**config.mk**
```make
export PLATFORM = sky130hd
export DESIGN_NAME = fetch_stage
export DESIGN_NICKNAME = d
export VERILOG_FILES = /design/src/rtl/mips_pkg.sv /design/src/rtl/flopenrc.sv /design/src/rtl/fetch_stage.sv
export SDC_FILE = /design/constraint.sdc
export NUM_CORES = 1
export LEC_CHECK = 0
export CORE_UTILIZATION = 30
export DETAILED_ROUTE_END_ITERATION = 10
export PLACE_DENSITY = 0.63
export SKIP_CTS_REPAIR_TIMING = 1
export SLEW_MARGIN = 20
export SYNTH_ARGS = -nofsm -noshare
export SYNTH_HDL_FRONTEND = slang
export SYNTH_SLANG_ARGS = --single-unit
```
**constraint.sdc**
```tcl
create_clock -name clk -period 4.8 [get_ports clk]
set_input_delay 0.48 -clock clk [delete_from_list [all_inputs] [get_ports clk]]
set_output_delay 0.48 -clock clk [all_outputs]
set_load 0.02 [all_outputs]
```
**src/rtl/mips_pkg.sv**
```systemverilog
// Shared constants, instruction field positions and pipeline payload types
// for the pipelined MIPS core.
package mips_pkg;

  localparam int unsigned XLEN = 32;

  localparam logic [31:0] RESET_PC  = 32'h0000_0000;
  localparam logic [31:0] NOP_INSTR = 32'h0000_0000;

  localparam int unsigned OP_MSB    = 31;
  localparam int unsigned OP_LSB    = 26;
  localparam int unsigned FUNCT_MSB = 5;
  localparam int unsigned FUNCT_LSB = 0;
  localparam int unsigned JIMM_MSB  = 25;
  localparam int unsigned JIMM_LSB  = 0;

  typedef struct packed {
    logic [31:0]      instr;
    logic [XLEN-1:0]  pcplus4;
    logic             valid;
  } ifid_t;

endpackage

```
**src/rtl/flopenrc.sv**
```systemverilog
// Register with load enable and synchronous clear; clear beats enable.
module flopenrc #(
  parameter int unsigned       WIDTH   = 8,
  parameter logic [WIDTH-1:0]  CLR_VAL = '0
) (
  input  logic             clk,
  input  logic             clr,
  input  logic             en,
  input  logic [WIDTH-1:0] d,
  output logic [WIDTH-1:0] q
);

  always_ff @(posedge clk) begin
    if (clr) begin
      q <= CLR_VAL;
    end else if (en) begin
      q <= d;
    end
  end

endmodule

```
**src/rtl/fetch_stage.sv**
```systemverilog
// IF stage and IF/ID pipeline register: PC, next-PC selection, redirect
// squash, stall handling and a count of instructions delivered to decode.
module fetch_stage
  import mips_pkg::*;
#(
  parameter int unsigned       WIDTH     = XLEN,
  parameter logic [WIDTH-1:0]  RESET_PC  = mips_pkg::RESET_PC,
  parameter logic [31:0]       NOP_INSTR = mips_pkg::NOP_INSTR
) (
  input  logic             clk,
  input  logic             reset,
  input  logic             stallF,
  input  logic             stallD,
  input  logic             flushD,
  input  logic             pcsrcD,
  input  logic [WIDTH-1:0] pcbranchD,
  input  logic             jumpD,
  output logic [WIDTH-1:0] imem_addr,
  input  logic [31:0]      imem_rdata,
  output logic [31:0]      instrD,
  output logic [WIDTH-1:0] pcplus4D,
  output logic             validD,
  output logic [5:0]       opD,
  output logic [5:0]       functD,
  output logic [31:0]      fetch_count
);

  localparam int unsigned  IFID_W   = $bits(ifid_t);
  localparam logic [IFID_W-1:0] IFID_CLR = {NOP_INSTR, WIDTH'(0), 1'b0};

  logic [WIDTH-1:0] pcF;
  logic [WIDTH-1:0] pcplus4F;
  logic [WIDTH-1:0] pcnextF;
  logic [WIDTH-1:0] jtarget;
  logic [WIDTH-1:0] btarget;
  logic             redirect;
  logic             squash;
  logic             load_valid;
  ifid_t            ifid_d;
  ifid_t            ifid_q;

  assign pcplus4F = pcF + WIDTH'(4);
  assign jtarget  = {ifid_q.pcplus4[WIDTH-1:28], ifid_q.instr[JIMM_MSB:JIMM_LSB], 2'b00};
  assign btarget  = {pcbranchD[WIDTH-1:2], 2'b00};

  // A redirect is only honoured once decode is no longer stalled.
  assign redirect   = (jumpD | pcsrcD) & ~stallD;
  assign squash     = flushD | redirect;
  assign load_valid = ~stallD & ~squash;

  always_comb begin
    pcnextF = pcplus4F;
    if (redirect) begin
      pcnextF = jumpD ? jtarget : btarget;
    end
  end

  flopenrc #(
    .WIDTH   (WIDTH),
    .CLR_VAL (RESET_PC)
  ) u_pc_reg (
    .clk (clk),
    .clr (reset),
    .en  (~stallF),
    .d   (pcnextF),
    .q   (pcF)
  );

  always_comb begin
    ifid_d.instr   = imem_rdata;
    ifid_d.pcplus4 = pcplus4F;
    ifid_d.valid   = 1'b1;
    if (squash) begin
      ifid_d.instr = NOP_INSTR;
      ifid_d.valid = 1'b0;
    end
  end

  flopenrc #(
    .WIDTH   (IFID_W),
    .CLR_VAL (IFID_CLR)
  ) u_ifid_reg (
    .clk (clk),
    .clr (reset),
    .en  (~stallD),
    .d   (ifid_d),
    .q   (ifid_q)
  );

  always_ff @(posedge clk) begin
    if (reset) begin
      fetch_count <= 32'd0;
    end else if (load_valid) begin
      fetch_count <= fetch_count + 32'd1;
    end
  end

  assign imem_addr = pcF;
  assign instrD    = ifid_q.instr;
  assign pcplus4D  = ifid_q.pcplus4;
  assign validD    = ifid_q.valid;
  assign opD       = ifid_q.instr[OP_MSB:OP_LSB];
  assign functD    = ifid_q.instr[FUNCT_MSB:FUNCT_LSB];

endmodule
```
# Word level (Yosys, flattened, before mapping)
# Index checks and enable logic that the tools add are counted.
# word_totals
reg_bits,129
latch_bits,0
ramBits,0
rom_bits,0
inputBits,71
out_inout_bits,141
wordCells,15
memories,0
# classes
addsub,2
mul,0
n_div,0
n_lt_le_gt_ge,0
eq_ne,0
n_shift,0
muxes,4
bitwise,6
n_reduce_logical,0
# ops
operator,count
two-way mux 32 bit,3
"adder 32 x 1 -> 32 bit, second input constant",1
"adder 32 x 3 -> 32 bit, second input constant",1
AND 1 bit,2
NOT 1 bit,2
OR 1 bit,2
two-way mux 1 bit,1

# Longest topological paths before layout
# Gate-level depths: netlist of the first run.
# depth
ltp_word,5
ltp_mapped,8
mapped_depth_nobuf,6

# Cells and area by module
# A second synthesis of the first run with hierarchy kept.
# hier_totals
cells_unflattened,774
area_unflattened_um2,6790.3
# by_module_without_submodules
module,n_inst,cells_each,area_per_inst_um2,seq_area_each_um2
fetch_stage,1,462,3284.4,640.6
flopenrc at u_ifid_reg,1,209,2342.2,1301.2
flopenrc at u_pc_reg,1,103,1163.6,640.6

# Worst setup path before layout of the first run
# No wires, ideal clock.
# synth_timing
path_kind,input port to flip-flop
start,input port jumpD
end,register fetch_count[30]
setup_time_ns,0.059
t_arrival_ns,2.124
t_required_ns,4.741
path_slack_ns,2.616
cell_stages,6
path_buffers,1
cell_sequence,buf_2 -> or4_4 -> nor3_4 -> nand3_1 -> or4_1 -> nand2_1
# synth_via
elab_chain_cells,5
# synth_lines
item,line,source
from (decl),fetch_stage.sv:17,"input logic jumpD,"
OR 1 bit,fetch_stage.sv:47,assign redirect = (jumpD | pcsrcD) & ~stallD;
AND 1 bit,fetch_stage.sv:47,
OR 1 bit,fetch_stage.sv:48,assign squash = flushD | redirect;
NOT 1 bit,fetch_stage.sv:49,assign load_valid = ~stallD & ~squash;
AND 1 bit,fetch_stage.sv:49,
to (signal assigned),fetch_stage.sv:94,fetch_count <= fetch_count + 32'd1;
to (decl),fetch_stage.sv:25,output logic [31:0] fetch_count
# No other way between the ends.
# A chain may end at the register's enable or synchronous reset.

# Worst setup path after layout of the first run
# layout_timing
start,input port pcsrcD
end,register fetch_count[31]
# layout_via
elab_chain_cells,5
# layout_lines
item,line,source
from (decl),fetch_stage.sv:15,"input logic pcsrcD,"
OR 1 bit,fetch_stage.sv:47,
AND 1 bit,fetch_stage.sv:47,
OR 1 bit,fetch_stage.sv:48,
NOT 1 bit,fetch_stage.sv:49,
AND 1 bit,fetch_stage.sv:49,
# No other way between the ends.

==> summary.txt, run 1 <==
Status
  • Status: completed

Timing
  • Least-Margin Pin Slew: 894 ps
  • Max transition margin: 40.2%
  • Max Fclk: 359 MHz
  • Setup TNS: 0 ps
  • Total of endpoints with negative setup slack in the final report: 0
  • Maximum clock skew at final layout: 5.78 ps
  • Fraction of the cycle the final worst path needs: 58.0%
  • Max Transition Viols Final: 0
  • Final hold violation count: 0
  • Tmin final: 2780 ps
  • RSZ-0062 raised after global routing: no

Synth
  • Cell Area, Synth: 0.00623 mm²
  • Total of flip-flops plus latches after synthesis: 125
  • Gate Count Post-Synth: 758
  • Per-instance average area after synthesis: 8.22 µm²
  • Yosys warning count: 0
  • Fraction of synthesis flops using an asynchronous set or reset pin: 0%
  • Register area share after synthesis: 40.2%
  • Most used DFF post-synth: dfxtp_1
  • EDFF count, synth: 0
  • Number of different library cells in the post-synthesis netlist: 55

Finish
  • Most common cell after layout, fill and taps aside: clkdlybuf4s50_1
  • Share of final-layout standard cells stronger than drive strength 1: 6.33%
  • Layout overhead on the synthesized area: 43.9%
  • Sequential Area: 0.00250 mm²
  • Area used by multi-input combinational logic: 0.00337 mm²
  • Antenna diode count: 0
  • Total non-filler cell area in the finished layout: 0.00897 mm²
  • Commonest cells after routing, fill and taps aside: clkdlybuf4s50_1, dfxtp_1, nor2_1
  • Nets@finish: 992
  • Post-Layout Cell Count: 1,202
  • Filler cells: 2,048

Setup path
  • Critical path class: in2reg
  • Cell family with the largest share of critical-path delay: simple AND/OR/NAND/NOR gates
  • Worst Path Arrival: 3130 ps
  • Type of origin of the critical path: input pin
  • Max Fanout on Critical Path: 38
  • Worst Reg2Reg Path Length in Cells: 6
  • CP peak stage delay: 560 ps
  • Worst EP required: 5150 ps
  • Cells along the critical path: clkdlybuf4s50_1, nor4_2, buf_4, nand3_1, or4_4, or4_1, a21oi_1
  • CP Capture Type: register
  • WP buf/inv: 2
  • Critical-path top delay cell: clkdlybuf4s50_1
  • Total number of cells along the worst setup path: 7

Detailed routing
  • Post-route DRC: 0
  • Vias: 6,097
  • Wire per inst: 16.7 µm
  • Via-per-instance ratio: 5.07
  • DRT iter0 DRCs: 459
  • First drt pass iteration count: 5
  • Post-detailed-route count of antenna-violating nets: 0
  • Wire length after detailed routing: 20,100 µm

Floorplanning
  • Die outline width: 146 µm
  • Die area: 0.0214 mm²
  • Core Area: 0.0203 mm²
  • Boundary pin count: 212
  • Initial Util: 30.7%
  • # rows: 52
  • Height of the chip: 146 µm

Clocking
  • CTS tree: yes
  • Worst-Skew Late Latency: 420 ps
  • Count of H-tree levels built during CTS: 4
  • Maximum root-to-sink buffer count: 2
  • Worst-path clk slew: 50 ps
  • Cell at the root of the clock tree: clkbuf_16
  • TritonCTS Sinks: 125
  • Number of buffers inserted during clock tree synthesis: 17

Power
  • Net switching power of the design: 668 µW
  • Final total power: 2700 µW
  • Pwr dens: 301 mW/mm²
  • Leakage power: 0.00305 µW
  • Proportion of power drawn by the clock network: 48.0%
  • Fraction of power consumed by combinational cells: 11.5%
  • Sequential Power Share: 40.5%
  • Internal Dissipation: 2040 µW
  • Max IR drop VDD: 0.263 mV
  • Switching power as a share of total power: 24.7%

Placed design
  • Placed Instances: 1,169
  • Area after detailed placement: 0.00835 mm²
  • Buffers on Ports: 205
  • Estimated wirelength of the detail-placed design: 14,000 µm
  • Final estimated routing congestion in global placement: 0.814

Global routing
  • Overall routing resource usage: 18.4%
  • Grt peak-use layer: met2
  • Global route overflow: 0
  • Met2 Track Usage GR: 28.6%
  • First-pass GRT wire length: 31,000 µm
  • Pin count of the biggest net entering global routing: 79
  • Via count of the first global-routing pass: 5,581
  • Met1 layer usage reported by global route: 24.8%
  • Met3 demand-to-capacity share in global routing: 4.75%
  • Antenna violations before repair: 0

Worst hold path
  • Hold Path Class: reg2reg
  • Worst hold stages: 2

Flow run
  • Max Cap Viol: 0
[tightest hold or removal path, cell delays in order, from the launching register on]
cell and delay, ps:
dfxtp_1 310, nand2_1 60, a21oi_1 50
[synth_stat cells, drive strengths merged (3+ instances only)]
cell type	count	area share, %
nand2	46	2.8
a31oi	11	1.1
a2111oi	3	0.42
xnor2	26	3.7
nand3	27	2.2
nor4	13	1.4
buf	26	2.7
nor3	28	2.4
clkbuf	48	2.9
nand4	24	2.8
nor2	116	7.0
o21ai	28	2.2
mux2i	32	5.1
a21oi	45	3.6
or3	6	0.66
and2	7	0.70
dfxtp	125	40
and3	3	0.32
or4	6	0.84
inv	12	0.72
a22oi	33	4.0
nor2b	4	0.40
and4	10	1.5
o32ai	6	0.84
o21a	4	0.48
a211oi	23	2.8
xor2	24	3.4
[stage by stage]
step / util (%) / hold WS [ps] / setup slack (ps)
floorplan: - / 541 / 2620
global placement: 41.1 / 451 / 1650
detailed placement: 41.1 / 456 / 1610
CTS: 44.0 / 465 / 2050
global route: 44.2 / 487 / 1900
finish: 44.2 / 463 / 2020
[flip-flops by register name, summed over array words and instances, names as in the netlist]
register	cells
u_ifid_reg.q	63
u_pc_reg.q	30
fetch_count	32
[cell type report]
class,count,area share [%]
timing repair buffer,213,23.6
clock buffer,20,4.98
clock inverter,12,1.62
multi-input combinational,550,37.6
tap,270,3.77
inverter,12,0.502
sequential,125,27.9
[routing by layer]
layer / vias to the layer above / routed length (µm) / part of all wire, %
met3: 12 / 1190 / 5.9
met4: 0 / 231 / 1.2
met1: 2853 / 9520 / 47
met5: - / 0 / 0
met2: 202 / 9130 / 45
li1: 3030 / - / -
[logic make-up (layout without fill, tap and decap cells)]
kind of cell    after synthesis  in the layout  synth area share (%)
mux                          32             32                  5.14
flops                       125            125                  40.2
buf+inv                      86            257                  6.32
compound gates              164            164                  16.9
xor+xnor                     50             50                  7.03
fa+ha+maj                     2              2                 0.401
other cells                   1              4                0.0602
simple gates                298            298                  24.0
[worst paths after layout]
| kind | start | endpoint | slack [ps] |
|---|---|---|---|
| hold / removal | u_ifid_reg.q[8] | u_ifid_reg.q[8] | 460 |
| setup reg to reg | u_pc_reg.q[2] | u_ifid_reg.q[19] | 2270 |
| hold reg to reg | u_ifid_reg.q[8] | u_ifid_reg.q[8] | 460 |
| setup / recovery | pcsrcD | fetch_count[31] | 2020 |
[power by group through the flow]
stage          logic, µW  registers, µW  clock network (µW)
3_3_place_gp         306           1120                   0
3_5_place_dp         309           1120                   0
5_1_grt              334           1100                1370
2_1_floorplan        133           1140                   0
6_report             310           1100                1300
4_1_cts              309           1100                1330
(Power assumes the default switching activity.)
==> run 2, diff against run 1 <==
Clock period 4.8 ns to 2.6 ns, I/O delays scaled along.
==> run 2 against run 1 <==
Against the previous run:
- clock skew grew 1.8 ps
- global-route usage is essentially flat
- clock power grew 79%
- routed wire length is essentially flat
- core utilization increased by 0.75 points
- register-to-register slack got worse by 1900 ps
- cell area is 1.7% higher
- sequential share of layout area decreased by 0.46 points
- critical path depth shrank 2
==> summary.txt, run 2 (synthesized netlist as in run 1, its figures left out) <==
Status
  • Status: completed

Setup path
  • Register-to-register setup slack: 360 ps (-1910 ps)
  • Worst Path Arrival: 2570 ps (-560 ps)
  • Worst EP required: 2930 ps (-2220 ps)
  • CP Capture Type: register
  • Max Fanout on Critical Path: 13 (-66%)
  • Worst Reg2Reg Path Length in Cells: 5 (-1)
  • Reg-to-reg startpoint: fetch_count[6]
  • Critical path class: reg2reg
  • Type of origin of the critical path: register
  • Critical register-to-register path endpoint: fetch_count[31]

Detailed routing
  • Via-per-instance ratio: 5.06 (-0.26%)
  • DRT iter0 DRCs: 507 (+10%)
  • Wire length after detailed routing: 20,100 µm (about the same)
  • Post-route DRC: 0 (unchanged)
  • Wire per inst: 16.4 µm (-1.6%)
  • Vias: 6,177 (+1.3%)
  • Post-detailed-route count of antenna-violating nets: 0 (unchanged)
  • First drt pass iteration count: 5 (unchanged)

Placed design
  • Estimated wirelength of the detail-placed design: 14,600 µm (+4.0%)
  • Buffers on Ports: 205 (unchanged)
  • Area after detailed placement: 0.00853 mm² (+2.2%)
  • Final estimated routing congestion in global placement: 0.811 (-0.38%)

Flow run
  • Max Cap Viol: 0 (unchanged)

Timing
  • RSZ-0062 raised after global routing: no
  • Total of endpoints with negative setup slack in the final report: 0 (unchanged)
  • Tmin final: 2240 ps
  • Max Transition Viols Final: 0 (unchanged)
  • Least-Margin Pin Slew: 633 ps (-262 ps)
  • Fraction of the cycle the final worst path needs: 86.0%
  • Max Fclk: 447 MHz
  • Maximum clock skew at final layout: 7.59 ps (+1.81 ps)
  • Final worst hold slack: 231 ps (-232 ps)
  • Setup TNS: 0 ps (unchanged)
  • Max transition margin: 57.7% (+18 points)
  • Final hold violation count: 0 (unchanged)

Worst hold path
  • End point of the most critical hold path: u_ifid_reg.q[0]
  • Worst hold stages: 3 (+1)
  • Hold Path Class: in2reg
  • Startpoint of the worst hold path: stallD

Global routing
  • Pin count of the biggest net entering global routing: 58 (-27%)
  • Antenna violations before repair: 0 (unchanged)
  • First-pass GRT wire length: 31,400 µm (+1.3%)
  • Global route overflow: 0 (unchanged)
  • Via count of the first global-routing pass: 5,681 (+1.8%)
  • Overall routing resource usage: 18.4% (+0.022 points)

Floorplanning
  • # rows: 52 (unchanged)
  • Boundary pin count: 212 (unchanged)
  • Die area: 0.0214 mm² (unchanged)
  • Height of the chip: 146 µm (unchanged)
  • Core Area: 0.0203 mm² (unchanged)
  • Initial Util: 30.7% (unchanged)
  • Die outline width: 146 µm (unchanged)

Finish
  • Commonest cells after routing, fill and taps aside: clkdlybuf4s50_1, dfxtp_1, nor2_1
  • Filler cells: 2,018 (-1.5%)
  • Sequential Area: 0.00250 mm² (unchanged)
  • Share of final-layout standard cells stronger than drive strength 1: 8.41% (+2.1 points)
  • Most common cell after layout, fill and taps aside: clkdlybuf4s50_1
  • Total non-filler cell area in the finished layout: 0.00912 mm² (+1.7%)
  • Largest register FFs: 63 (unchanged)
  • Area used by multi-input combinational logic: 0.00337 mm² (-0.15%)
  • Antenna diode count: 0 (unchanged)
  • Nets@finish: 1,011 (+1.9%)
  • Biggest register: u_ifid_reg.q
  • Layout overhead on the synthesized area: 46.3%
  • Biggest regs: u_ifid_reg.q: 63 flops, fetch_count: 32 flops, u_pc_reg.q: 30 flops

Power
  • Leakage power: 0.00313 µW (+2.8%)
  • Fraction of power consumed by combinational cells: 11.9% (+0.4 points)
  • Pwr dens: 541 mW/mm² (+79%)
  • Max IR drop VDD: 0.404 mV (+53%)
  • Sequential Power Share: 40.9% (+0.4 points)
  • Net switching power of the design: 1260 µW (+89%)
  • Switching power as a share of total power: 25.6% (+0.91 points)
  • Internal Dissipation: 3670 µW (+80%)
  • Final total power: 4930 µW (+82%)
  • Proportion of power drawn by the clock network: 47.2% (-0.8 points)

Clocking
  • TritonCTS Sinks: 125 (unchanged)
  • Number of buffers inserted during clock tree synthesis: 17 (unchanged)
  • Maximum root-to-sink buffer count: 2 (unchanged)
  • CTS tree: yes
  • Worst-Skew Late Latency: 400 ps (-20 ps)
  • Count of H-tree levels built during CTS: 4 (unchanged)
  • Worst-path clk slew: 60 ps (about the same)
  • Cell at the root of the clock tree: clkbuf_16
run 2: critical path, cell delays in order, from the launching register on:
cell and delay, ps:
dfxtp_1 420, and4_4 300, nand4_4 150, or4_4 650, or4_1 490, a21oi_1 140
run 2: power by group through the flow:
stage          clock, µW  combinational, µW  sequential, µW
2_1_floorplan          0                246            2110
3_3_place_gp           0                586            2060
3_5_place_dp           0                590            2060
4_1_cts             2380                591            2020
5_1_grt             2450                635            2030
6_report            2330                587            2020
run 2: layer usage:
layer  up-vias  global-route usage [%]  wire [µm]
met3        14                    5.03       1330
li1       3066                       -          -
met5         -                       0          0
met2       211                    28.6       9160
met1      2886                    25.0       9280
met4         0                    4.79        290
run 2: per-stage QoR:
stage / util [%] / setup slack (ps) / instances
floorplan: - / 443 / 761
global placement: 42.0 / 201 / 1189
detailed placement: 42.0 / 175 / 1189
CTS: 44.9 / 346 / 1221
global route: 44.9 / 231 / 1221
finish: 44.9 / 364 / 1221
run 2: worst max path at each step:
stage / end / startpoint / cells after the start / slack (ps)
after global routing: fetch_count[31] / fetch_count[6] / 5 / 230
after CTS: fetch_count[31] / fetch_count[6] / 5 / 350
final: fetch_count[31] / fetch_count[6] / 5 / 360
after floorplan: fetch_count[31] / fetch_count[5] / 5 / 440
after global placement: fetch_count[31] / pcsrcD / 6 / 200
after detailed placement: fetch_count[31] / pcsrcD / 6 / 180
run 2: layout make-up:
| class | count | share of cell area (%) |
|---|---|---|
| Clock buffer | 21 | 5.27 |
| Clock inverter | 11 | 1.18 |
| Inverter | 12 | 0.494 |
| Multi-Input combinational cell | 550 | 36.9 |
| Sequential cell | 125 | 27.4 |
| Tap cell | 270 | 3.70 |
| Timing Repair Buffer | 232 | 25.0 |
==> run 3, diff against run 2 <==
Settings changed: CTS_BUF_LIST from default to sky130_fd_sc_hd__clkbuf_16, PLACE_DENSITY 0.63 to 0.62, SYNTH_HIERARCHICAL from default to 1.
==> run 3 against run 2 <==
Against the previous run:
- clock power is 3% lower
- non-clock buffer count increased by 12
- worst hold slack gained 70 ps
- area after synthesis is 9.0% higher
- critical path depth increased by 1
- combinational power up 25%
- highest routed layer unchanged
- sequential share of layout area down 0.62 points
- global-route usage fell by 1.1 points
- register-to-register slack got worse by 90 ps
- critical path type unchanged
- the flow now finishes with violations (design-rule violations)
==> summary.txt, run 3 <==
Synth
  • Fraction of synthesis flops using an asynchronous set or reset pin: 0% (unchanged)
  • Total of flip-flops plus latches after synthesis: 129 (+3.2%)
  • Commonest cells in the synthesized netlist: dfxtp_1, nor2_1, mux2i_1, nand2_1, and2_1
  • Syn_nets: 847
  • Register area share after synthesis: 38.0% (-2.1 points)
  • Cell Area, Synth: 0.00679 mm² (+9.0%)
  • Dominant cells by area after synthesis: dfxtp_1, mux2i_1, nor2_1
  • Most area-hungry cell type in the Yosys netlist: dfxtp_1
  • Most used DFF post-synth: dfxtp_1
  • Number of different library cells in the post-synthesis netlist: 41 (-25%)
  • Most used standard cell by instance count after synthesis: dfxtp_1
  • Area share of the largest cell type after synthesis: 38.0% (-2.1 points)
  • Yosys warning count: 6 (+6)
  • Gate Count Post-Synth: 774 (+2.1%)
  • EDFF count, synth: 0 (unchanged)
  • Per-instance average area after synthesis: 8.77 µm² (+6.7%)

Global routing
  • Overall routing resource usage: 17.3% (-1.1 points)
  • Antenna violations before repair: 0 (unchanged)
  • First-pass GRT wire length: 31,900 µm (+1.7%)
  • Global route overflow: 0 (unchanged)
  • Pin count of the biggest net entering global routing: 66 (+14%)
  • Via count of the first global-routing pass: 5,830 (+2.6%)

Finish
  • Largest register FFs: 65 (+3.2%)
  • Commonest cells after routing, fill and taps aside: clkdlybuf4s50_1, dfxtp_1, nor2_1
  • Biggest regs: u_ifid_reg/q: 65 flops, fetch_count: 32 flops, u_pc_reg/q: 32 flops
  • Most common cell after layout, fill and taps aside: clkdlybuf4s50_1
  • Biggest register: u_ifid_reg/q
  • Antenna diode count: 0 (unchanged)
  • Share of final-layout standard cells stronger than drive strength 1: 8.43% (+0.014 points)
  • Layout overhead on the synthesized area: 41.8%
  • Nets@finish: 1,045 (+3.4%)

Timing
  • Total of endpoints with negative setup slack in the final report: 0 (unchanged)
  • Max Fclk: 431 MHz (-3.7%)
  • RSZ-0062 raised after global routing: no
  • Setup TNS: 0 ps (unchanged)
  • Maximum clock skew at final layout: 7.80 ps (+0.204 ps)
  • Least-Margin Pin Slew: 617 ps (-15.7 ps)
  • Final worst hold slack: 301 ps (+69.8 ps)
  • Tmin final: 2320 ps (+85.4 ps)
  • Fraction of the cycle the final worst path needs: 89.3% (+3.3 points)
  • Final hold violation count: 0 (unchanged)
  • Max Transition Viols Final: 0 (unchanged)
  • Max transition margin: 58.9% (+1.2 points)

Setup path
  • Max Fanout on Critical Path: 5 (-8)
  • Critical-path top delay cell: or4b_2
  • Cells along the critical path: nand4_1, or4_1, or4b_2, a31oi_1, mux2i_1, nor2_1
  • Worst EP required: 2960 ps (+30 ps)
  • Worst Path Arrival: 2680 ps (+110 ps)
  • CP Capture Type: register
  • Critical path class: reg2reg
  • CP peak stage delay: 700 ps (+50 ps)
  • Type of origin of the critical path: register

Clocking
  • Count of H-tree levels built during CTS: 4 (unchanged)
  • Worst-path clk slew: 60 ps (about the same)
  • Maximum root-to-sink buffer count: 2 (unchanged)
  • Cell at the root of the clock tree: clkbuf_16
  • TritonCTS Sinks: 129 (+3.2%)
  • CTS tree: yes
  • Number of buffers inserted during clock tree synthesis: 17 (unchanged)
  • Worst-Skew Late Latency: 420 ps (+20 ps)

Flow run
  • Max Cap Viol: 0 (unchanged)

Power
  • Final total power: 5100 µW (+3.3%)
  • Leakage power: 0.00369 µW (+18%)
  • Pwr dens: 530 mW/mm² (-2.1%)
  • Max IR drop VDD: 0.420 mV (+4.0%)

Floorplanning
  • Core Area: 0.0220 mm² (+8.5%)
  • Boundary pin count: 212 (unchanged)
  • # rows: 54 (+3.8%)
  • Height of the chip: 152 µm (+4.3%)
  • Initial Util: 30.8% (+0.13 points)
  • Die outline width: 152 µm (+4.3%)
  • Die area: 0.0232 mm² (+8.8%)

Detailed routing
  • Post-detailed-route count of antenna-violating nets: 0 (unchanged)
  • Wire per inst: 15.8 µm (-3.7%)
  • Vias: 6,141 (-0.58%)
  • Via-per-instance ratio: 4.85 (-4.0%)
  • First drt pass iteration count: 8 (+3)
  • DRT iter0 DRCs: 320 (-37%)
  • Post-route DRC: 11 (+11)
  • Wire length after detailed routing: 20,000 µm (-0.22%)

Status
  • Failing checks: design-rule violations
  • Status: finished with violations

Placed design
  • Estimated wirelength of the detail-placed design: 14,100 µm (-3.2%)
  • Final estimated routing congestion in global placement: 0.808 (-0.33%)
  • Buffers on Ports: 209 (+2.0%)

Worst hold path
  • Hold Path Class: in2reg
## run 3: final timing paths
check	from	end	slack [ps]	cells after the start
worst max-delay path	u_pc_reg/q[8]	u_pc_reg/q[31]	280	6
worst min-delay path	reset	fetch_count[12]	300	2
worst max register to register	u_pc_reg/q[8]	u_pc_reg/q[31]	280	6
worst min register to register	fetch_count[31]	fetch_count[31]	490	2
## run 3: critical path, delay by kind of cell, from the launching register on
kind	cells	cell delay [ps]
compound gates	1	180
flops	1	410
mux	1	90
simple gates	4	1580
## run 3: final cells by class
cell class,count,area (µm²)
timing repair buffer,244,2400
inverter,14,53.8
sequential,129,2580
tap,280,350
fill,2214,12400
clock buffer,17,425
clock inverter,15,126
multi-input combinational,566,3690
## run 3: metal layers
| metal | track usage (%) | up-vias | routed length (µm) |
|---|---|---|---|
| met5 | 0 | - | 0 |
| met4 | 6.01 | 0 | 337 |
| met3 | 6.09 | 21 | 1550 |
| met2 | 27.0 | 180 | 8730 |
| met1 | 22.2 | 2832 | 9400 |
| li1 | - | 3108 | - |
## run 3: where the power goes
group / total [µW] / switching, µW / internal [µW]
clock: 2270 / 1020 / 1250
combinational: 734 / 363 / 371
sequential: 2100 / 59.2 / 2040
## run 3: kinds of logic (layout without fill, tap and decap cells)
| logic type | count (synthesis) | after routing | share of synthesized area (%) |
|---|---|---|---|
| flip-flops | 129 | 129 | 38.0 |
| XOR/XNOR | 28 | 28 | 3.61 |
| adder cells (fa/ha/maj) | 2 | 2 | 0.368 |
| buffers and inverters | 79 | 290 | 7.68 |
| AND/OR/NAND/NOR | 319 | 319 | 23.5 |
| multiplexers | 117 | 117 | 17.2 |
| AO/OA/AOI/OAI | 100 | 100 | 9.56 |
## run 3: stage by stage
step / worst slack, ps / instance area (µm²) / cells / util [%]
after detailed placement: -60.0 / 9080 / 1233 / 41.2
after global placement: -24.3 / 9080 / 1233 / 41.2
after global routing: 144 / 9630 / 1265 / 43.7
final: 279 / 9630 / 1265 / 43.7
after floorplan: 192 / 6790 / 774 / -
after CTS: 270 / 9630 / 1265 / 43.7
